**src/rtl/quad_enc_pkg.sv**
```systemverilog
// Shared types and default constants for the quadrature encoder input filter.
package quad_enc_pkg;

    // Default number of synchroniser flops per raw pin (legal range 2-4)
    localparam int SYNC_STAGES_DEF  = 2;
    // Default width of the filter-length register and of each filter counter
    localparam int FILT_W_DEF       = 8;
    // Filter length loaded at reset
    localparam int FILT_DEFAULT_DEF = 3;
    // Width of the saturating phase-error counter
    localparam int ERR_W            = 16;

    // PRIME seeds the filtered outputs after reset; RUN is normal operation
    typedef enum logic {
        PRIME = 1'b0,
        RUN   = 1'b1
    } ctrl_state_t;

endpackage

```
**src/rtl/quad_enc_filter_if.sv**
```systemverilog
// Bus between the encoder pins/control and the filtered outputs.
interface quad_enc_filter_if #(
    parameter int FILT_W = quad_enc_pkg::FILT_W_DEF
);
    import quad_enc_pkg::*;

    logic              quadA_raw;
    logic              quadB_raw;
    logic              index_raw;
    logic [FILT_W-1:0] filt_len;
    logic              filt_wr;
    logic              err_clr;
    logic              quadA;
    logic              quadB;
    logic              index_strobe;
    logic              phase_err;
    logic [ERR_W-1:0]  err_count;

    // Side that drives the pins and control, and consumes the filtered results
    modport master (
        output quadA_raw, quadB_raw, index_raw, filt_len, filt_wr, err_clr,
        input  quadA, quadB, index_strobe, phase_err, err_count
    );

    // The filter block itself
    modport slave (
        input  quadA_raw, quadB_raw, index_raw, filt_len, filt_wr, err_clr,
        output quadA, quadB, index_strobe, phase_err, err_count
    );

endinterface

```
**src/rtl/quad_enc_glitch_filt.sv**
```systemverilog
// One encoder channel: synchroniser chain followed by a stable-count glitch filter.
module quad_enc_glitch_filt
    import quad_enc_pkg::*;
#(
    parameter int SYNC_STAGES = SYNC_STAGES_DEF,
    parameter int FILT_W      = FILT_W_DEF
) (
    input  logic              clk_i,
    input  logic              reset,
    input  logic              raw_i,
    input  logic [FILT_W-1:0] filt_len_i,
    input  logic              cnt_clr_i,
    input  logic              prime_i,
    input  logic              load_i,
    output logic              filt_o,
    output logic              toggle_o
);

    logic [SYNC_STAGES-1:0] sync_q, sync_d;
    logic [FILT_W-1:0]      cnt_q, cnt_d;
    logic                   filt_q, filt_d;
    logic                   synced;

    assign synced = sync_q[SYNC_STAGES-1];
    assign filt_o = filt_q;

    // Shift the raw pin into the synchroniser; only the last stage is used downstream
    always_comb begin
        sync_d = {sync_q[SYNC_STAGES-2:0], raw_i};
    end

    // Counter filter: the output only follows a synced value that has disagreed
    // with it for filt_len+1 consecutive cycles; a length write restarts the count
    always_comb begin
        cnt_d    = cnt_q;
        filt_d   = filt_q;
        toggle_o = 1'b0;
        if (load_i) begin
            filt_d = synced;
            cnt_d  = '0;
        end else if (prime_i || cnt_clr_i) begin
            cnt_d = '0;
        end else if (synced == filt_q) begin
            cnt_d = '0;
        end else if (cnt_q == filt_len_i) begin
            filt_d   = synced;
            cnt_d    = '0;
            toggle_o = 1'b1;
        end else if (cnt_q != '1) begin
            cnt_d = cnt_q + 1'b1;
        end
    end

    // Channel state registers, cleared by reset so any pending transition is lost
    always_ff @(posedge clk_i) begin
        if (reset) begin
            sync_q <= '0;
            cnt_q  <= '0;
            filt_q <= 1'b0;
        end else begin
            sync_q <= sync_d;
            cnt_q  <= cnt_d;
            filt_q <= filt_d;
        end
    end

endmodule

```
**src/rtl/quad_enc_filter.sv**
```systemverilog
// Quadrature encoder input conditioning: three filtered channels, index edge
// strobe, A/B phase-error detection with a saturating error counter.
module quad_enc_filter
    import quad_enc_pkg::*;
#(
    parameter int SYNC_STAGES  = SYNC_STAGES_DEF,
    parameter int FILT_W       = FILT_W_DEF,
    parameter int FILT_DEFAULT = FILT_DEFAULT_DEF
) (
    input  logic             clk_i,
    input  logic             reset,
    quad_enc_filter_if.slave bus
);

    ctrl_state_t       state_q, state_d;
    logic [2:0]        primeCnt_q, primeCnt_d;
    logic              inPrime;
    logic              primeLoad;
    logic [FILT_W-1:0] filtLen_q, filtLen_d;
    logic              aFilt, bFilt, idxFilt;
    logic              aTog, bTog, idxTog;
    logic              idxRise_q, idxRise_d;
    logic              strobe_q, strobe_d;
    logic              phaseErr_q, phaseErr_d;
    logic [ERR_W-1:0]  errCount_q, errCount_d;
    logic              bothToggle;

    quad_enc_glitch_filt #(.SYNC_STAGES(SYNC_STAGES), .FILT_W(FILT_W)) u_filtA (
        .clk_i      (clk_i),
        .reset      (reset),
        .raw_i      (bus.quadA_raw),
        .filt_len_i (filtLen_q),
        .cnt_clr_i  (bus.filt_wr),
        .prime_i    (inPrime),
        .load_i     (primeLoad),
        .filt_o     (aFilt),
        .toggle_o   (aTog)
    );

    quad_enc_glitch_filt #(.SYNC_STAGES(SYNC_STAGES), .FILT_W(FILT_W)) u_filtB (
        .clk_i      (clk_i),
        .reset      (reset),
        .raw_i      (bus.quadB_raw),
        .filt_len_i (filtLen_q),
        .cnt_clr_i  (bus.filt_wr),
        .prime_i    (inPrime),
        .load_i     (primeLoad),
        .filt_o     (bFilt),
        .toggle_o   (bTog)
    );

    quad_enc_glitch_filt #(.SYNC_STAGES(SYNC_STAGES), .FILT_W(FILT_W)) u_filtIdx (
        .clk_i      (clk_i),
        .reset      (reset),
        .raw_i      (bus.index_raw),
        .filt_len_i (filtLen_q),
        .cnt_clr_i  (bus.filt_wr),
        .prime_i    (inPrime),
        .load_i     (primeLoad),
        .filt_o     (idxFilt),
        .toggle_o   (idxTog)
    );

    // PRIME waits for the synchronisers to fill, then seeds the outputs once
    always_comb begin
        state_d    = state_q;
        primeCnt_d = primeCnt_q;
        inPrime    = 1'b0;
        primeLoad  = 1'b0;
        case (state_q)
            PRIME: begin
                inPrime = 1'b1;
                if (primeCnt_q == 3'(SYNC_STAGES)) begin
                    primeLoad  = 1'b1;
                    primeCnt_d = '0;
                    state_d    = RUN;
                end else begin
                    primeCnt_d = primeCnt_q + 3'd1;
                end
            end
            RUN: begin
                state_d = RUN;
            end
            default: begin
                state_d = PRIME;
            end
        endcase
    end

    // Control FSM registers
    always_ff @(posedge clk_i) begin
        if (reset) begin
            state_q    <= PRIME;
            primeCnt_q <= '0;
        end else begin
            state_q    <= state_d;
            primeCnt_q <= primeCnt_d;
        end
    end

    // Index strobe lags the filtered rise by one cycle; phase errors are counted
    // when both A and B flip on the same edge, with a same-cycle clear losing
    assign bothToggle = aTog & bTog;

    always_comb begin
        filtLen_d  = bus.filt_wr ? bus.filt_len : filtLen_q;
        idxRise_d  = idxTog & ~idxFilt;
        strobe_d   = strobe_q;
        phaseErr_d = phaseErr_q;
        errCount_d = errCount_q;
        if (!inPrime) begin
            strobe_d = idxRise_q;
            if (bus.err_clr) begin
                phaseErr_d = 1'b0;
                errCount_d = '0;
            end
            if (bothToggle) begin
                phaseErr_d = 1'b1;
                if (errCount_d != '1) begin
                    errCount_d = errCount_d + 1'b1;
                end
            end
        end
    end

    // Datapath registers: filter length, edge/strobe flags and error status
    always_ff @(posedge clk_i) begin
        if (reset) begin
            filtLen_q  <= FILT_W'(FILT_DEFAULT);
            idxRise_q  <= 1'b0;
            strobe_q   <= 1'b0;
            phaseErr_q <= 1'b0;
            errCount_q <= '0;
        end else begin
            filtLen_q  <= filtLen_d;
            idxRise_q  <= idxRise_d;
            strobe_q   <= strobe_d;
            phaseErr_q <= phaseErr_d;
            errCount_q <= errCount_d;
        end
    end

    assign bus.quadA        = aFilt;
    assign bus.quadB        = bFilt;
    assign bus.index_strobe = strobe_q;
    assign bus.phase_err    = phaseErr_q;
    assign bus.err_count    = errCount_q;

endmodule

```
**src/flat_wrapper.sv**
```systemverilog
// flat-port wrapper written by rule: the top's interface ports become plain ports
module quad_enc_filter_flat import quad_enc_pkg::*;
#(
    parameter int SYNC_STAGES  = SYNC_STAGES_DEF,
    parameter int FILT_W       = FILT_W_DEF,
    parameter int FILT_DEFAULT = FILT_DEFAULT_DEF
)
  (clk_i, reset, bus_quadA_raw, bus_quadB_raw, bus_index_raw, bus_filt_len, bus_filt_wr, bus_err_clr, bus_quadA, bus_quadB, bus_index_strobe, bus_phase_err, bus_err_count);
  quad_enc_filter_if #(.FILT_W(FILT_W)) bus_i ();
  input  logic clk_i;
  input  logic reset;
  input wire logic [$bits(bus_i.quadA_raw)-1:0] bus_quadA_raw;
  input wire logic [$bits(bus_i.quadB_raw)-1:0] bus_quadB_raw;
  input wire logic [$bits(bus_i.index_raw)-1:0] bus_index_raw;
  input wire logic [$bits(bus_i.filt_len)-1:0] bus_filt_len;
  input wire logic [$bits(bus_i.filt_wr)-1:0] bus_filt_wr;
  input wire logic [$bits(bus_i.err_clr)-1:0] bus_err_clr;
  output wire logic [$bits(bus_i.quadA)-1:0] bus_quadA;
  output wire logic [$bits(bus_i.quadB)-1:0] bus_quadB;
  output wire logic [$bits(bus_i.index_strobe)-1:0] bus_index_strobe;
  output wire logic [$bits(bus_i.phase_err)-1:0] bus_phase_err;
  output wire logic [$bits(bus_i.err_count)-1:0] bus_err_count;
  assign bus_i.quadA_raw = bus_quadA_raw;
  assign bus_i.quadB_raw = bus_quadB_raw;
  assign bus_i.index_raw = bus_index_raw;
  assign bus_i.filt_len = bus_filt_len;
  assign bus_i.filt_wr = bus_filt_wr;
  assign bus_i.err_clr = bus_err_clr;
  assign bus_quadA = bus_i.quadA;
  assign bus_quadB = bus_i.quadB;
  assign bus_index_strobe = bus_i.index_strobe;
  assign bus_phase_err = bus_i.phase_err;
  assign bus_err_count = bus_i.err_count;
  quad_enc_filter #(.SYNC_STAGES(SYNC_STAGES), .FILT_W(FILT_W), .FILT_DEFAULT(FILT_DEFAULT)) u_core (.clk_i(clk_i), .reset(reset), .bus(bus_i));
endmodule
```
**config.mk**
```make
export PLATFORM = sky130hd
export DESIGN_NAME = quad_enc_filter_flat
export DESIGN_NICKNAME = d
export VERILOG_FILES = /design/src/rtl/quad_enc_pkg.sv /design/src/rtl/quad_enc_filter_if.sv /design/src/rtl/quad_enc_glitch_filt.sv /design/src/rtl/quad_enc_filter.sv /design/src/flat_wrapper.sv
export SDC_FILE = /design/constraint.sdc
export NUM_CORES = 1
export LEC_CHECK = 0
export CAP_MARGIN = 10
export CORE_UTILIZATION = 55
export CTS_BUF_LIST = sky130_fd_sc_hd__clkbuf_2 sky130_fd_sc_hd__clkbuf_4 sky130_fd_sc_hd__clkbuf_8
export CTS_CLUSTER_DIAMETER = 30
export DETAILED_ROUTE_END_ITERATION = 7
export PLACE_DENSITY = 0.78
export REMOVE_ABC_BUFFERS = 1
export SLEW_MARGIN = 40
export SYNTH_ARGS = -nofsm -noshare
export SYNTH_HDL_FRONTEND = slang
export SYNTH_SLANG_ARGS = --single-unit
```
**constraint.sdc**
```tcl
create_clock -name clk_i -period 5.7 [get_ports clk_i]
set_clock_uncertainty 0.1 [all_clocks]
set_input_delay 0.57 -clock clk_i [delete_from_list [all_inputs] [get_ports clk_i]]
set_output_delay 0.57 -clock clk_i [all_outputs]
set_load 0.01 [all_outputs]
```
* After elaboration in Yosys (flattened, before gate mapping)
Index checks and enable logic that the tools add are counted.
** Operators by class
- Reductions and logical operators :: 12
- Multiplexer cells :: 35
- Equal/unequal tests :: 15
- $add $sub $neg :: 5
- Bitwise logic cells :: 4
** Operator list (number)
- two-way mux 16 bit :: 4
- two-way mux 1 bit :: 29
- adder 8 x 1 -> 8 bit (second input constant) :: 3
- equality test 8 bit :: 3
- inequality test 8 bit (second input constant) :: 3
- adder 16 x 1 -> 16 bit (second input constant) :: 1
- inequality test 16 bit (second input constant) :: 1
- OR reduction 5 bit :: 3
- AND reduction 3 bit :: 3
- inequality test 2 x 1 -> 1 bit (second input constant) :: 4
- nonzero test 2 bit :: 4
- adder 3 x 1 -> 3 bit (second input constant) :: 1
- equality test 1 bit :: 3
- equality test 3 x 2 -> 1 bit (second input constant) :: 1
- two-way mux 3 bit :: 1
- bitwise AND 1 bit :: 2
- inverter 1 bit :: 2
- case mux 1 bit (2 select lines) :: 1
- AND reduction 2 bit :: 1
- logical OR 1 bit :: 1
** Storage, ports and cells
- Bits of input ports :: 15
- Output and inout bits :: 20
- Flip-flop bits (word level) :: 64

* Depth between registers and ports, before layout
Gate-level depths: netlist (run 1).
- Depth after elaboration :: 8
- Mapped depth :: 9

* Modules after synthesis
Synthesis (run 1) repeated with hierarchy kept, for this count alone.
** Unflattened totals
- Cell total of the unflattened synthesis :: 391
- Area, all modules :: 3513.4 µm²
** Modules (own cells, without submodules)
- quad_enc_glitch_filt :: area an instance 611.8 µm², seq. area each 220.2 µm², times used 3, cells each 69
- quad_enc_filter :: area an instance 1677.9 µm², seq. area each 620.6 µm², times used 1, cells each 184

* Worst setup path before layout (run 1)
No wires, ideal clock.
- Kind :: input-to-reg
- Start point :: input port bus_err_clr
- End point :: register u_core.errCount_q[10], in the netlist u_core.bus.err_count[10]
- Stages on the path :: 8
- Data arrival time :: 2.076 ns
- Setup slack :: 3.462 ns
- Cells stage by stage :: nor2b_1 > ha_1 > and4_2 > and2_2 > nand4_2 > nand3_4 > or4_1 > nand3_1
** On the way
- Cells in the longest elaborated chain, start to end :: 5
- Elaborated cells between the ends (all ways) :: 6
- Those cells by class :: add/sub (1); eq/ne (1); mux (4)
** RTL lines
- from (decl) :: RTL line flat_wrapper.sv:17 : input wire logic [$bits(bus_i.err_clr)-1:0] bus_err_clr;
- two-way mux 16 bit (*) :: RTL line quad_enc_filter.sv:113 : if (bus.err_clr) begin
- two-way mux 16 bit (*) :: RTL line quad_enc_filter.sv:111 : if (!inPrime) begin
- adder 16 x 1 -> 16 bit / inequality test 16 bit (equally long branches) :: RTL line quad_enc_filter.sv:120, quad_enc_filter.sv:119
- two-way mux 16 bit :: RTL line quad_enc_filter.sv:119 : if (errCount_d != '1) begin
- two-way mux 16 bit (*) :: RTL line quad_enc_filter.sv:117 : if (bothToggle) begin
- to (signal assigned) :: RTL line quad_enc_filter.sv:139 : errCount_q <= errCount_d;
- to (decl) :: RTL line quad_enc_filter.sv:25 : logic [ERR_W-1:0] errCount_q, errCount_d;
Mark *: on every way between the ends. The rest lies on a longest branch, timed or not. The select of a mux whose other input is x is not followed.
A chain may end at the register's enable or synchronous reset.

* Worst setup path after layout (run 1)
- Start point :: input port bus_err_clr
- End point :: register u_core.errCount_q[4], in the netlist u_core.bus.err_count[4]
The elaborated chain is that of the path after synthesis.

==> impl_metrics.yaml, run 1 <==
floorplanning:
  chipWidth_um: 78.61
  core_region_area_um2: 5574
  die-area_um2: 6180
  ioPinCount: 35
  fp.dieH_um: 78.61
  initial_core_util_pct: 57.91
  num_rows: 27
synthesis:
  async_flop_share_pct: 0
  synth_cells: 367
  syn_avg_cell_area_um2: 8.796
  synth_top_cell_by_area: "dfxtp_1"
  ys_ff_latch: 64
  synth_xor_area_share_pct: 11.12
  synth_edf_count: 0
  yosysMostFrequentCell: "dfxtp_1"
  synth-simple-area-share_pct: 32.60
  synth_area_um2: 3228
  synth_top_area_share_pct: 39.69
  yosys_most_used_dff: "dfxtp_1"
  synthDistinctLibCells: 54
  synth_compound_area_share_pct: 7.752
  yosysSeqAreaShare_pct: 39.69
  yosys-mux-area-fraction_pct: 5.039
  synth_area_leaders: "dfxtp_1 (40%), xor2_1 (6.8%), nor2_1 (5.7%)"
  synth_top_family_by_area: "simple AND/OR/NAND/NOR gates"
  yosys-top-cells-count: "dfxtp_1 (64), nor2_1 (49), nand2_1 (26), xor2_1 (25), nand3_1 (24)"
  synthAdderAreaFrac_pct: 1.550
  yosysWarningCount: 0
drt:
  vias_per_cell: 5.748
  wl_per_cell_um: 14.34
  final_antenna_net_count: 0
  vias: 2736
  drcViolationCount: 0
  dr.first_iter.drc_count: 184
  firstDrtPassIters: 4
  wirelength_um: 6824
clocking:
  cts_max_path_buffers: 2
  cts_inserted_buffers: 9
  clkTransAtPathRegs_ns: 0.07
  h-tree-depth: 3
  cts_hold_buf: 0
  cts_resized: 0
  clock-sinks: 64
  clock_latency_ns: 0.35
  cts_root_buffer: "clkbuf_8"
  cts_tree: "built"
  cts_setup_buffers: 0
global_routing:
  grtUsageTotal_pct: 24.35
  antenna_found_initial: 0
  overflow: 0
  grt_pass1_wl_um: 11650
  grt_max_degree: 41
  grt_pass1_vias: 2549
cells_and_area:
  num_antenna_cells: 0
  fillers: 446
  num-nets-final: 419
  syn_to_final_growth_pct: 17.91
  fin_util_pct: 68.28
  drive_above_1_share_pct: 7.921
critical_path:
  start_kind: "primary input"
  crit_fanout: 15
  crit_path_end_kind: "flip-flop"
  cp_data_arrival_time_ns: 3.02
  crit_type: "in2reg"
  required_ns: 5.89
sta:
  slew_headroom_pct: 55.71
  max_freq_mhz: 353.5
  finalSetupViolCount: 0
  rsz0062_at_grt: "no"
  tightest_slew_ns: 0.6629
  fin_crit_sh_pct: 49.63
  fin_crit_ns: 2.829
  fin_tns_setup_ns: 0
  finalMaxSlewViolations: 0
  finalHoldViolCount: 0
place:
  port-buffer-count: 34
  dp_hpwl_um: 4729
  place.gp.congestion: 0.8138
pwr:
  power.leakage_uw: 0.001449
  p_per_area_nw_per_um2: 257.3
  ir_drop_mv: 0.1643
run:
  maxCapViolCount: 0
outcome:
  status: "complete, no violations"
min_path:
  min_path_type: "reg2reg"
[through the flow]
step	setup WS, ns	cell area, um2	hold WS [ns]	cells	total power (uW)
detailed placement	2.519	3601	0.3265	461	584.4
global route	2.705	3806	0.3655	476	1021
CTS	2.883	3806	0.3412	476	985.4
finish	2.871	3806	0.3393	476	979.2
global placement	2.571	3601	0.3168	461	580.2
floorplan	3.399	3163	0.3138	354	549.3
[cell families after synthesis]
logic type	after synthesis
buf+inv	15
mux	16
xor+xnor	41
fa+ha+maj	4
compound gates	39
simple gates	188
flops	64
[final timing paths]
kind / from / endpoint / slack (ns) / cells past startpoint
max: bus_err_clr / u_core.bus.err_count[4]$_SDFFE_PP0P_ / 2.87 / 9
min: u_core.u_filtB.sync_q[0]$_SDFF_PP0_ / u_core.u_filtB.sync_q[1]$_SDFF_PP0_ / 0.34 / 1
max reg2reg: u_core.bus.err_count[0]$_SDFFE_PP0P_ / u_core.bus.err_count[4]$_SDFFE_PP0P_ / 3.39 / 8
min reg2reg: u_core.u_filtB.sync_q[0]$_SDFF_PP0_ / u_core.u_filtB.sync_q[1]$_SDFF_PP0_ / 0.34 / 1
[flip-flops by register name (all words and copies together), names as in the netlist]
name,flops
u_core.u_filtIdx.sync_q,2
u_core.u_filtB.sync_q,2
u_core.idxRise_q,1
u_core.u_filtB.cnt_q,8
u_core.primeCnt_q,3
u_core.bus.index_strobe,1
u_core.filtLen_q,8
u_core.bus.err_count,16
u_core.u_filtA.sync_q,2
u_core.u_filtIdx.filt_o,1
u_core.state_q,1
u_core.u_filtA.filt_o,1
u_core.u_filtA.cnt_q,8
u_core.bus.phase_err,1
u_core.u_filtIdx.cnt_q,8
u_core.u_filtB.filt_o,1
[layout by cell type, fill, tap and decap left out, types with 3 or more instances in the layout]
master and n:
a31oi_1 3, nand4_1 9, xnor2_1 16, a211o_1 3, a21oi_1 12, clkbuf_8 12, nand2b_1 5, nand2_1 26
nand4_2 3, o211ai_1 6, nor2b_1 13, or4_1 4, or2_2 3, dfxtp_1 64, o21ai_0 5, a211oi_1 4
clkdlybuf4s50_1 34, nand3_1 24, nor3_1 7, mux2i_1 14, nor2_1 49, nor4_1 7, ha_1 4, nor3b_1 3
xor2_1 25, and2_1 7, and3_1 8
[area by class of cell]
cell class	count	area (um2)	share of cell area (%)
clock inverter	3	40.04	1.052
tap	72	90.09	2.367
timing repair buffer	35	347.8	9.139
inverter	2	7.507	0.1972
multi-input combinational	288	1874	49.24
clock buffer	12	165.2	4.339
sequential	64	1281	33.66
[power breakdown]
| group | total, uW | switching, uW | internal, uW |
|---|---|---|---|
| Combinational | 87.2 | 44.2 | 43.0 |
| Clock | 403 | 170 | 234 |
| Sequential | 489 | 26.1 | 462 |
[per-layer routing]
metal  up-vias  share of wire, %  global-route usage, %
li1       1366                 -                      -
met1      1274                48                  32.09
met2        88                45                  37.48
met3         8               5.4                  4.419
met4         0               1.5                  13.15
met5         -                 0                      0
[critical path, cell delays in order]
cell,delay (ns)
clkdlybuf4s50_1,0.66
nor2b_1,0.13
ha_1,0.24
and4_2,0.27
and2_2,0.21
nand4_2,0.14
nand3_4,0.18
or4_1,0.54
nand3_1,0.09
Power figures use the tool's default switching activity.
==> inputs of run 2 (changes only) <==
==> constraint.sdc (replaced) <==
create_clock -name clk_i -period 2.68 [get_ports clk_i]
set_clock_uncertainty 0.1 [all_clocks]
set_input_delay 0.268 -clock clk_i [delete_from_list [all_inputs] [get_ports clk_i]]
set_output_delay 0.268 -clock clk_i [all_outputs]
set_load 0.01 [all_outputs]
==> run 2 against run 1 <==
Compared with the run above: combinational power rose by 140%; final cell count rose by 1.5%; highest routed layer unchanged; critical path depth did not move; wire length fell by 3.5%.
==> impl_metrics.yaml, run 2 (synthesis gave the netlist of run 1 again) <==
global_routing:
  grtUsageTotal_pct: 23.76
  grt-busiest-layer: "met2"
  grt_pass1_wl_um: 11470
  grt_pass1_vias: 2489
  antenna_found_initial: 0
  grt.met3_usage_pct: 6.860
  grt_use_met1_pct: 30.37
  overflow: 0
  grt_max_degree: 22
  grtUsageMet2_pct: 36.87
drt:
  wirelength_um: 6588
  firstDrtPassIters: 4
  final_antenna_net_count: 0
  wl_per_cell_um: 13.64
  vias: 2700
  dr.first_iter.drc_count: 147
  vias_per_cell: 5.590
  drcViolationCount: 0
cells_and_area:
  syn_to_final_growth_pct: 18.53
  final_common_cell: "dfxtp_1"
  largest_reg_flops: 16
  drive_above_1_share_pct: 9.489
  num_antenna_cells: 0
  layout_common_cells: "dfxtp_1 (64), nor2_1 (49), clkdlybuf4s50_1 (34)"
  seq_area_um2: 1281
  fin_area_um2: 3826
  fillers: 452
  num-nets-final: 427
  multiInputGateArea_um2: 1874
clocking:
  cts_inserted_buffers: 9
  cts_resized: 0
  clock-sinks: 64
  h-tree-depth: 3
  cts_root_buffer: "clkbuf_8"
  clock_latency_ns: 0.33
  cts_tree: "built"
  cts_hold_buf: 0
  cts_max_path_buffers: 2
  clkTransAtPathRegs_ns: 0.07
  cts_setup_buffers: 0
outcome:
  status: "complete, no violations"
place:
  placed_cell_area_um2: 3661
  place.gp.congestion: 0.8433
  port-buffer-count: 34
  dp_hpwl_um: 4875
critical_path:
  crit_chain: "clkdlybuf4s50_1 -> nor2b_1 -> ha_1 -> and4_2 -> and2_2 -> nand4_2 -> nand3_4 -> or4_1 -> nand3_1"
  crit_path_end_kind: "flip-flop"
  critical-path-max-stage-delay_ns: 0.54
  start_kind: "primary input"
  path_delay_family: "simple AND/OR/NAND/NOR gates"
  cp_data_arrival_time_ns: 2.51
  path_buf_inv: 1
  slowest_stage: "clkdlybuf4s50_1"
  crit_fanout: 13
  required_ns: 2.86
  crit_type: "in2reg"
min_path:
  min_path_type: "reg2reg"
floorplanning:
  core_region_area_um2: 5574
  chipWidth_um: 78.61
  num_rows: 27
  ioPinCount: 35
  initial_core_util_pct: 57.91
  die-area_um2: 6180
  fp.dieH_um: 78.61
pwr:
  power_frac_comb_pct: 10.7
  ir_drop_mv: 0.3838
  p_clk_share_pct: 36.9
  power.leakage_uw: 0.001471
  p_int_uw: 1464
  p_per_area_nw_per_um2: 509.0
  p_sw_uw: 483.8
  sw_frac_of_total_pct: 24.84
  power.sequential.fraction_pct: 52.4
run:
  maxCapViolCount: 0
sta:
  tightest_slew_ns: 0.5967
  slew_headroom_pct: 60.13
  fin_crit_sh_pct: 87.06
  finalHoldViolCount: 0
  finalSetupViolCount: 0
  rsz0062_at_grt: "no"
  fin_tns_setup_ns: 0
  fin_crit_ns: 2.333
  finalMaxSlewViolations: 0
  max_freq_mhz: 428.6
## run 2: cell count changes in the layout (fill, tap and decap cells not counted), sizes merged
cell / before / now
bufinv: 1 / 0
buf: 1 / 9
clkbuf: 12 / 13
clkinv: 2 / 1
## run 2: worst paths after layout
check,start,end,slack (ns),cells past startpoint
min,u_core.u_filtA.sync_q[0]$_SDFF_PP0_,u_core.u_filtA.sync_q[1]$_SDFF_PP0_,0.34,1
max reg2reg,u_core.bus.err_count[1]$_SDFFE_PP0P_,u_core.bus.err_count[7]$_SDFFE_PP0P_,0.43,8
max,bus_err_clr,u_core.bus.err_count[7]$_SDFFE_PP0P_,0.35,9
min reg2reg,u_core.u_filtA.sync_q[0]$_SDFF_PP0_,u_core.u_filtA.sync_q[1]$_SDFF_PP0_,0.34,1
## run 2: layer usage
metal | part of all wire [%] | vias up
met5 | 0 | -
met4 | 1.4 | 0
met3 | 4.4 | 10
met2 | 47 | 68
met1 | 47 | 1240
li1 | - | 1382
## run 2: layout make-up
cell class | instances | area share, %
Timing Repair Buffer | 43 | 10.66
Multi-Input combinational cell | 288 | 48.99
Inverter | 2 | 0.1962
Clock buffer | 13 | 4.186
Sequential cell | 64 | 33.49
Clock inverter | 1 | 0.1308
Tap cell | 72 | 2.354
## run 2: through the flow
step                setup slack [ns]  hold slack, ns  utilization (%)  instances  power (uW)
finish                        0.3468          0.3369            68.64        483        1948
global route                  0.1935          0.3571            68.64        483        2041
CTS                           0.3583          0.3370            68.64        483        1967
detailed placement          0.003665          0.3254            65.68        469        1250
global placement             0.05319          0.3165            65.68        469        1245
floorplan                     0.5001          0.2371                -        354        1168
## run 2: worst register-to-register path, delay by kind of cell, from the launching register on
family | cells | cell delay [ns]
adder cells (fa/ha/maj) | 1 | 0.21
flip-flops | 1 | 0.33
AND/OR/NAND/NOR | 7 | 1.55
## run 2: power groups by stage
stage,Sequential (uW),Clock [uW],Combinational (uW)
after floorplan,1040,0,126
after global placement,1040,0,205
after detailed placement,1040,0,209
after CTS,1020,737,210
after global routing,1020,780,237
final,1020,719,208
